### config.mk
export PLATFORM = sky130hd
export DESIGN_NAME = mem_arbiter
export DESIGN_NICKNAME = d
export VERILOG_FILES = /design/src/rtl/mem_arbiter.sv
export SDC_FILE = /design/constraint.sdc
export NUM_CORES = 1
export LEC_CHECK = 0
export ABC_AREA = 0
export ABC_CLOCK_PERIOD_IN_PS = 2000
export BUFFER_PORTS_ARGS = -buffer_cell sky130_fd_sc_hd__buf_2
export CORE_AREA = 2 2 102 104
export CTS_BUF_LIST = sky130_fd_sc_hd__clkbuf_4 sky130_fd_sc_hd__clkbuf_8
export CTS_CLUSTER_SIZE = 8
export DETAILED_ROUTE_END_ITERATION = 10
export DIE_AREA = 0 0 104 106
export PLACE_DENSITY = 0.57
export RECOVER_POWER = 100
export SLEW_MARGIN = 20
export SYNTH_ARGS = -nofsm -noshare
export SYNTH_HDL_FRONTEND = slang
export SYNTH_SLANG_ARGS = --single-unit
### constraint.sdc
create_clock -name CLK -period 2 [get_ports CLK]
set_input_delay 0.3 -clock CLK [delete_from_list [all_inputs] [get_ports CLK]]
set_output_delay 0.3 -clock CLK [all_outputs]
set_load 0.01 [all_outputs]
### src/rtl/mem_arbiter.sv
// mem_arbiter: shares one ram port between the icache and the dcache.
// The dcache normally wins; a starvation counter forces an icache grant
// after STARVE_MAX back-to-back dcache grants while the icache waits.
// Ram strobes are driven only from a registered grant, never straight
// from the requests, so a request reaches the ram one cycle later at best.
module mem_arbiter #(
   parameter int STARVE_MAX = 4,
   parameter int BURST_MAX  = 2
) (
   input  logic        CLK,
   input  logic        nRST,
   // icache side
   input  logic        iREN,
   input  logic [31:0] iaddr,
   output logic        iwait,
   output logic [31:0] iload,
   // dcache side
   input  logic        dREN,
   input  logic        dWEN,
   input  logic [31:0] daddr,
   input  logic [31:0] dstore,
   output logic        dwait,
   output logic [31:0] dload,
   // ram side
   output logic        ramREN,
   output logic        ramWEN,
   output logic [31:0] ramaddr,
   output logic [31:0] ramstore,
   input  logic [31:0] ramload,
   input  logic [1:0]  ramstate
);

   localparam logic [1:0] IDLE    = 2'd0;
   localparam logic [1:0] GRANT_I = 2'd1;
   localparam logic [1:0] GRANT_D = 2'd2;

   localparam logic [1:0] RAM_ACCESS = 2'd2;

   localparam logic [2:0] STARVE_LIM = 3'(STARVE_MAX);
   // word_cnt value at which the completing ACCESS ends the burst
   localparam logic [1:0] BURST_LAST = 2'(BURST_MAX - 1);

   logic [1:0] state_q, state_d;
   logic [2:0] starve_cnt_q, starve_cnt_d;
   logic [1:0] word_cnt_q, word_cnt_d;

   logic       acc;
   logic       d_req;
   logic       i_starved;

   assign acc       = (ramstate == RAM_ACCESS);
   assign d_req     = dREN | dWEN;
   assign i_starved = iREN && (starve_cnt_q == STARVE_LIM);

   // Next grant, burst word count and icache starvation count.
   always_comb begin
      state_d      = state_q;
      starve_cnt_d = starve_cnt_q;
      word_cnt_d   = word_cnt_q;
      case (state_q)
         IDLE: begin
            if (d_req && !i_starved) begin
               state_d    = GRANT_D;
               word_cnt_d = 2'd0;
               // i_starved is false here, so the count is below its limit
               if (iREN) starve_cnt_d = starve_cnt_q + 3'd1;
               else      starve_cnt_d = 3'd0;
            end else if (iREN) begin
               state_d      = GRANT_I;
               starve_cnt_d = 3'd0;
            end else begin
               starve_cnt_d = 3'd0;
            end
         end
         GRANT_I: begin
            if (acc || !iREN) state_d = IDLE;
         end
         GRANT_D: begin
            if (acc) word_cnt_d = word_cnt_q + 2'd1;
            if (!d_req)                           state_d = IDLE;
            else if (acc && word_cnt_q == BURST_LAST) state_d = IDLE;
         end
         default: state_d = IDLE;
      endcase
   end

   // Grant state and counters; reset abandons any transaction in flight.
   always_ff @(posedge CLK or negedge nRST) begin
      if (!nRST) begin
         state_q      <= IDLE;
         starve_cnt_q <= 3'd0;
         word_cnt_q   <= 2'd0;
      end else begin
         state_q      <= state_d;
         starve_cnt_q <= starve_cnt_d;
         word_cnt_q   <= word_cnt_d;
      end
   end

   // Ram port mux and stall signals; addresses are forwarded live, not latched.
   always_comb begin
      ramREN   = 1'b0;
      ramWEN   = 1'b0;
      ramaddr  = 32'd0;
      ramstore = 32'd0;
      iwait    = 1'b1;
      dwait    = 1'b1;
      case (state_q)
         GRANT_I: begin
            ramREN  = iREN;
            ramaddr = iaddr;
            iwait   = ~acc;
         end
         GRANT_D: begin
            ramREN   = dREN;
            ramWEN   = dWEN;
            ramaddr  = daddr;
            ramstore = dstore;
            dwait    = ~acc;
         end
         default: ;
      endcase
   end

   // Read data goes to both caches; the wait lines tell who owns it.
   assign iload = ramload;
   assign dload = ramload;

endmodule

After elaboration in Yosys (flattened, before gate mapping):

Index checks and enable logic that the tools add are counted.

* register bits after elaboration: 7
* output and inout port bits: 132

* $add $sub $neg: 2
* equality and inequality tests: 10
* mux-type cells: 17
* bitwise gates (word level): 2
* reduce and logical (&&, ||, !) cells: 10

Operators by type and width (number)
* $pmux W32 S2: 1
* $mux W32: 1
* $mux W2: 7
* $mux W3: 2
* $ne A2 B2 Y1 const B: 3
* $ne A3 B3 Y1 const B: 2
* $pmux W2 S3: 1
* $reduce_and A3 Y1: 2
* $eq A2 B1 Y1 const B: 2
* $eq A2 B2 Y1 const B: 2
* $pmux W2 S2: 1
* $add A3 B1 Y3 const B: 1
* $eq A3 B3 Y1 const B: 1
* $logic_and A1 B1 Y1: 3
* $mux W1: 3
* $add A2 B1 Y2 const B: 1
* $logic_not A1 Y1: 2
* $logic_not A2 Y1: 1
* $pmux W1 S2: 1
* $reduce_bool A2 Y1: 1
* $logic_or A1 B1 Y1: 1
* $not A1 Y1: 1
* $or A1 B1 Y1: 1

Depth between registers and ports, before layout:

* word-level depth: 6
* gate-level depth with buffers: 6
* gate-level depth less buffers: 5

Worst setup path before layout:

OpenSTA, ideal clock, no wires.

* path type: reg2out
* start: register state_q[0]
* end: output port ramstore[21]
* arrival time: 1.407 ns
* data required time: 1.700 ns
* setup slack: 0.293 ns
* cell stages (with the launch flop): 7
* path buffers: 3
* cells stage by stage: dfrtp_1 -> inv_1 -> ha_1 -> buf_2 -> clkbuf_1 -> clkbuf_1 -> and2_1

* cells in the longest elaborated chain, start to end: 2

RTL lines
* from (decl): line 43 `logic [1:0] state_q, state_d;`
* from (signal assigned): line 94 `state_q <= state_d;`
* $eq A2 B2 Y1: line 108 `case (state_q)`
* $mux W32: line 108
* to (decl): line 28 `output logic [31:0] ramstore,`

No other way between the ends.

Worst setup path after layout:

* start: register state_q[0]
* end: output port ramaddr[6]

* cells in the longest elaborated chain, start to end: 2
* elaborated cells on any way between the ends: 3
* those cells by class: 2 x eq/ne; 1 x mux

RTL lines
* $eq A2 B2 Y1 or $eq A2 B1 Y1 (tied branches): line 108
* $pmux W32 S2 (*): line 108
* to (decl): line 27 `output logic [31:0] ramaddr,`

Mark *: on every way between the ends. The rest lies on a longest branch, timed or not.

==> flow_metrics.tcl <==
set metrics [dict create \
    status "finished clean" \
    routed_wl_um 6530 \
    dpl_cell_area_um2 2280 \
    crit_path_start_kind "flop" \
    synth_area_per_cell_um2 7.40 \
    clock_sinks 7 \
    start_util_pct 17.2 \
    coreArea_um2 10000 \
    rr_startpoint "state_q[0]$_DFFE_PN0P_" \
    cts.clk_slew.worst_paths_ns 0.04 \
    grt_max_degree 40 \
    yosys.area.top_type "buf_4" \
    yosysMostFrequentCell "buf_4" \
    num_vias 1942 \
    synth_area_leaders "buf_4, a22oi_1, and2_1" \
    via_per_inst 4.14 \
    drive_gt1_share_pct 42.9 \
    criticalPathCategory "flop to output pin" \
    drt_pass1_iterations 4 \
    seq_area_frac_synth_pct 10.2 \
    syn_inst 232 \
    yosysTopAreaCellShare_pct 28.4 \
    finalSetupTns_ns 0 \
    p_per_area_nw_per_um2 1320 \
    antennaDiodeCount 0 \
    setup.worst_path.start "state_q[0]$_DFFE_PN0P_" \
    rrSetupSlack_ns 0.15 \
    ys.flop_type "dfrtp_1" \
    reg2reg_depth 6 \
    drc_errors 0 \
    yosysWarnings 0 \
    synth.distinct_cells 34 \
    combPwrFrac_pct 84.4 \
    p_switching_mw 1.50 \
    ys_top_cells_by_count "buf_4, and2_1, nor2b_1" \
    fmax_mhz 532 \
    layout.nets 475 \
    cp.depth 6 \
    syn_to_final_growth_pct 35.1 \
    die_y_um 106 \
    clockRootBuffer "clkbuf_8" \
    grt_pass1_wl_um 9940 \
    finClkSkew_ns 0.000854 \
    clock_latency_ns 0.23 \
    cts_tree "yes" \
    rows 37 \
    design_area_um2 2320 \
    required_ns 1.70 \
    critPathCapture "ramaddr[6]" \
    synth_edf_count 0 \
    cp_top_family "buffers and inverters" \
    min_path_type "primary input to flop" \
    synthArstFlopShare_pct 100 \
    final_util_pct 23.2 \
    critPathBufInv 3 \
    wl_per_cell_um 13.9 \
    cp_slowest_stage_delay_ns 0.41 \
    p_int_mw 1.56 \
    track_usage_pct 11.0 \
    power.share.sequential_pct 8.6 \
    crit_fanout 39 \
    synth_area_um2 1720 \
    power.share.clock_pct 7.0 \
    cts_buffer_depth 2 \
    post-route-period-util_pct 94.0 \
    finalHoldViolations 0 \
    syn-num-nets 373 \
    die-area_um2 11000 \
    fp.dieW_um 104 \
    synth_seq_cells 7 \
    p_total_mw 3.06 \
    multi_input_area_um2 1000 \
    hpwlAfterDp_um 5530 \
    cts_made_buffers 3 \
    report.final.setup_viol 0 \
    drt_iter0_drc 122 \
    maxCapViolCount 0 \
    h-tree-depth 1 \
    swShare_pct 49.0 \
    layout_min_cycle_time_ns 1.88 \
    crit_slowest_cell "dfrtp_1" \
    relSlewSlack_pct 73.7 \
    io_buffers 170 \
    grt_pass1_vias 1882 \
    fillers 1168 \
    antenna_found_initial 0 \
    worst_slew_pin_slew_ns 0.394 \
    antenna_left 0 \
    arrival_ns 1.58 \
    crit_chain "inv_2, ha_4, buf_12, a22oi_1, nor2b_1, clkbuf_2" \
    maxSlewViolCount 0 \
    rsz0062_at_grt "false" \
    end_kind "output pin" \
    globalplace.congestion 0.932 \
    area.sequential_um2 175 \
    io_pins 267 \
    ir_worst_vdd_mv 0.638 \
    gr-total-overflow 0 \
    timing.rr.end "word_cnt_q[0]$_DFFE_PN0P_" \
    whs_ns 0.465 \
    power_leakage_nw 1.07 \
]
-- per-layer routing --
metal / track usage [%] / wire length [um]
met2: 18.9 / 3140
met3: 4.35 / 701
met5: 0 / 0
met1: 12.6 / 2560
met4: 2.99 / 125
-- tightest hold or removal path: stages --
cell	delay (ns)
buf_2	0.14
a41oi_1	0.16
a31oi_1	0.05
-- cells by family (layout without fill, tap and decap cells) --
| kind of cell | after synthesis | count (layout) | share of synthesized area [%] |
|---|---|---|---|
| adders and majority gates | 6 | 6 | 4.37 |
| DFF | 7 | 7 | 10.2 |
| and+or+nand+nor | 84 | 84 | 30.4 |
| muxes | 2 | 2 | 1.46 |
| buffers and inverters | 87 | 188 | 33.3 |
| AOI/OAI and AO/OA | 46 | 46 | 20.3 |
-- layout by cell type (no fill, tap or decap), types with 2 or more instances in the layout --
| master | count |
|---|---|
| buf_2 | 125 |
| clkbuf_1 | 44 |
| nor2b_1 | 33 |
| a22oi_1 | 32 |
| and2_1 | 18 |
| and2_0 | 16 |
| dfrtp_1 | 7 |
| inv_1 | 5 |
| nand2_1 | 4 |
| o21ai_0 | 4 |
| buf_12 | 4 |
| ha_4 | 3 |
| ha_1 | 3 |
| clkbuf_8 | 3 |
| inv_2 | 2 |
| nor2_1 | 2 |
| or4_1 | 2 |
| clkbuf_2 | 2 |
-- what timing repair did --
action / in CTS / in global routing
pin swaps: 0 / 0
hold buffers: 1 / 0
setup endpoints to repair: 4 / 20
resized for setup: 1 / 9
hold endpoints to repair: 7 / 0
setup buffers: 0 / 0
-- power groups by stage --
stage / combinational [mW] / clock [mW] / sequential (mW)
3_3_place_gp: 2.58 / 0 / 0.250
6_report: 2.58 / 0.214 / 0.264
4_1_cts: 2.63 / 0.221 / 0.252
5_1_grt: 2.85 / 0.230 / 0.275
2_1_floorplan: 1.72 / 0 / 0.240
3_5_place_dp: 2.60 / 0 / 0.252
-- stage by stage --
step / std cells / setup slack (ns)
2_1_floorplan: 232 / 0.293
3_3_place_gp: 464 / 0.297
3_5_place_dp: 464 / 0.250
4_1_cts: 469 / 0.0309
5_1_grt: 469 / 0.0236
6_report: 469 / 0.119
-- registers in the layout, summed over array words and instances, names as in the netlist --
| register | cells |
|---|---|
| word_cnt_q | 2 |
| state_q | 2 |
| starve_cnt_q | 3 |
-- cell type report --
class                   instances  share of cell area (%)
inverters                       7                    1.13
repair buffers                177                    38.7
clock buffers                   4                    2.10
multi-input cells             138                    43.2
well taps                     136                    7.33
flip-flops and latches          7                    7.55
-- worst min-delay path by stage --
stage	start	endpoint	slack, ns	cells past startpoint
2_1_floorplan	nRST	starve_cnt_q[0]$_DFFE_PN0P_	0.004	0
3_3_place_gp	nRST	starve_cnt_q[2]$_DFFE_PN0P_	0.14	1
3_5_place_dp	nRST	starve_cnt_q[2]$_DFFE_PN0P_	0.15	1
4_1_cts	nRST	starve_cnt_q[2]$_DFFE_PN0P_	0.45	2
5_1_grt	iREN	starve_cnt_q[2]$_DFFE_PN0P_	0.51	3
6_report	iREN	starve_cnt_q[2]$_DFFE_PN0P_	0.46	3
No activity file was read; power rests on OpenSTA's default activity.
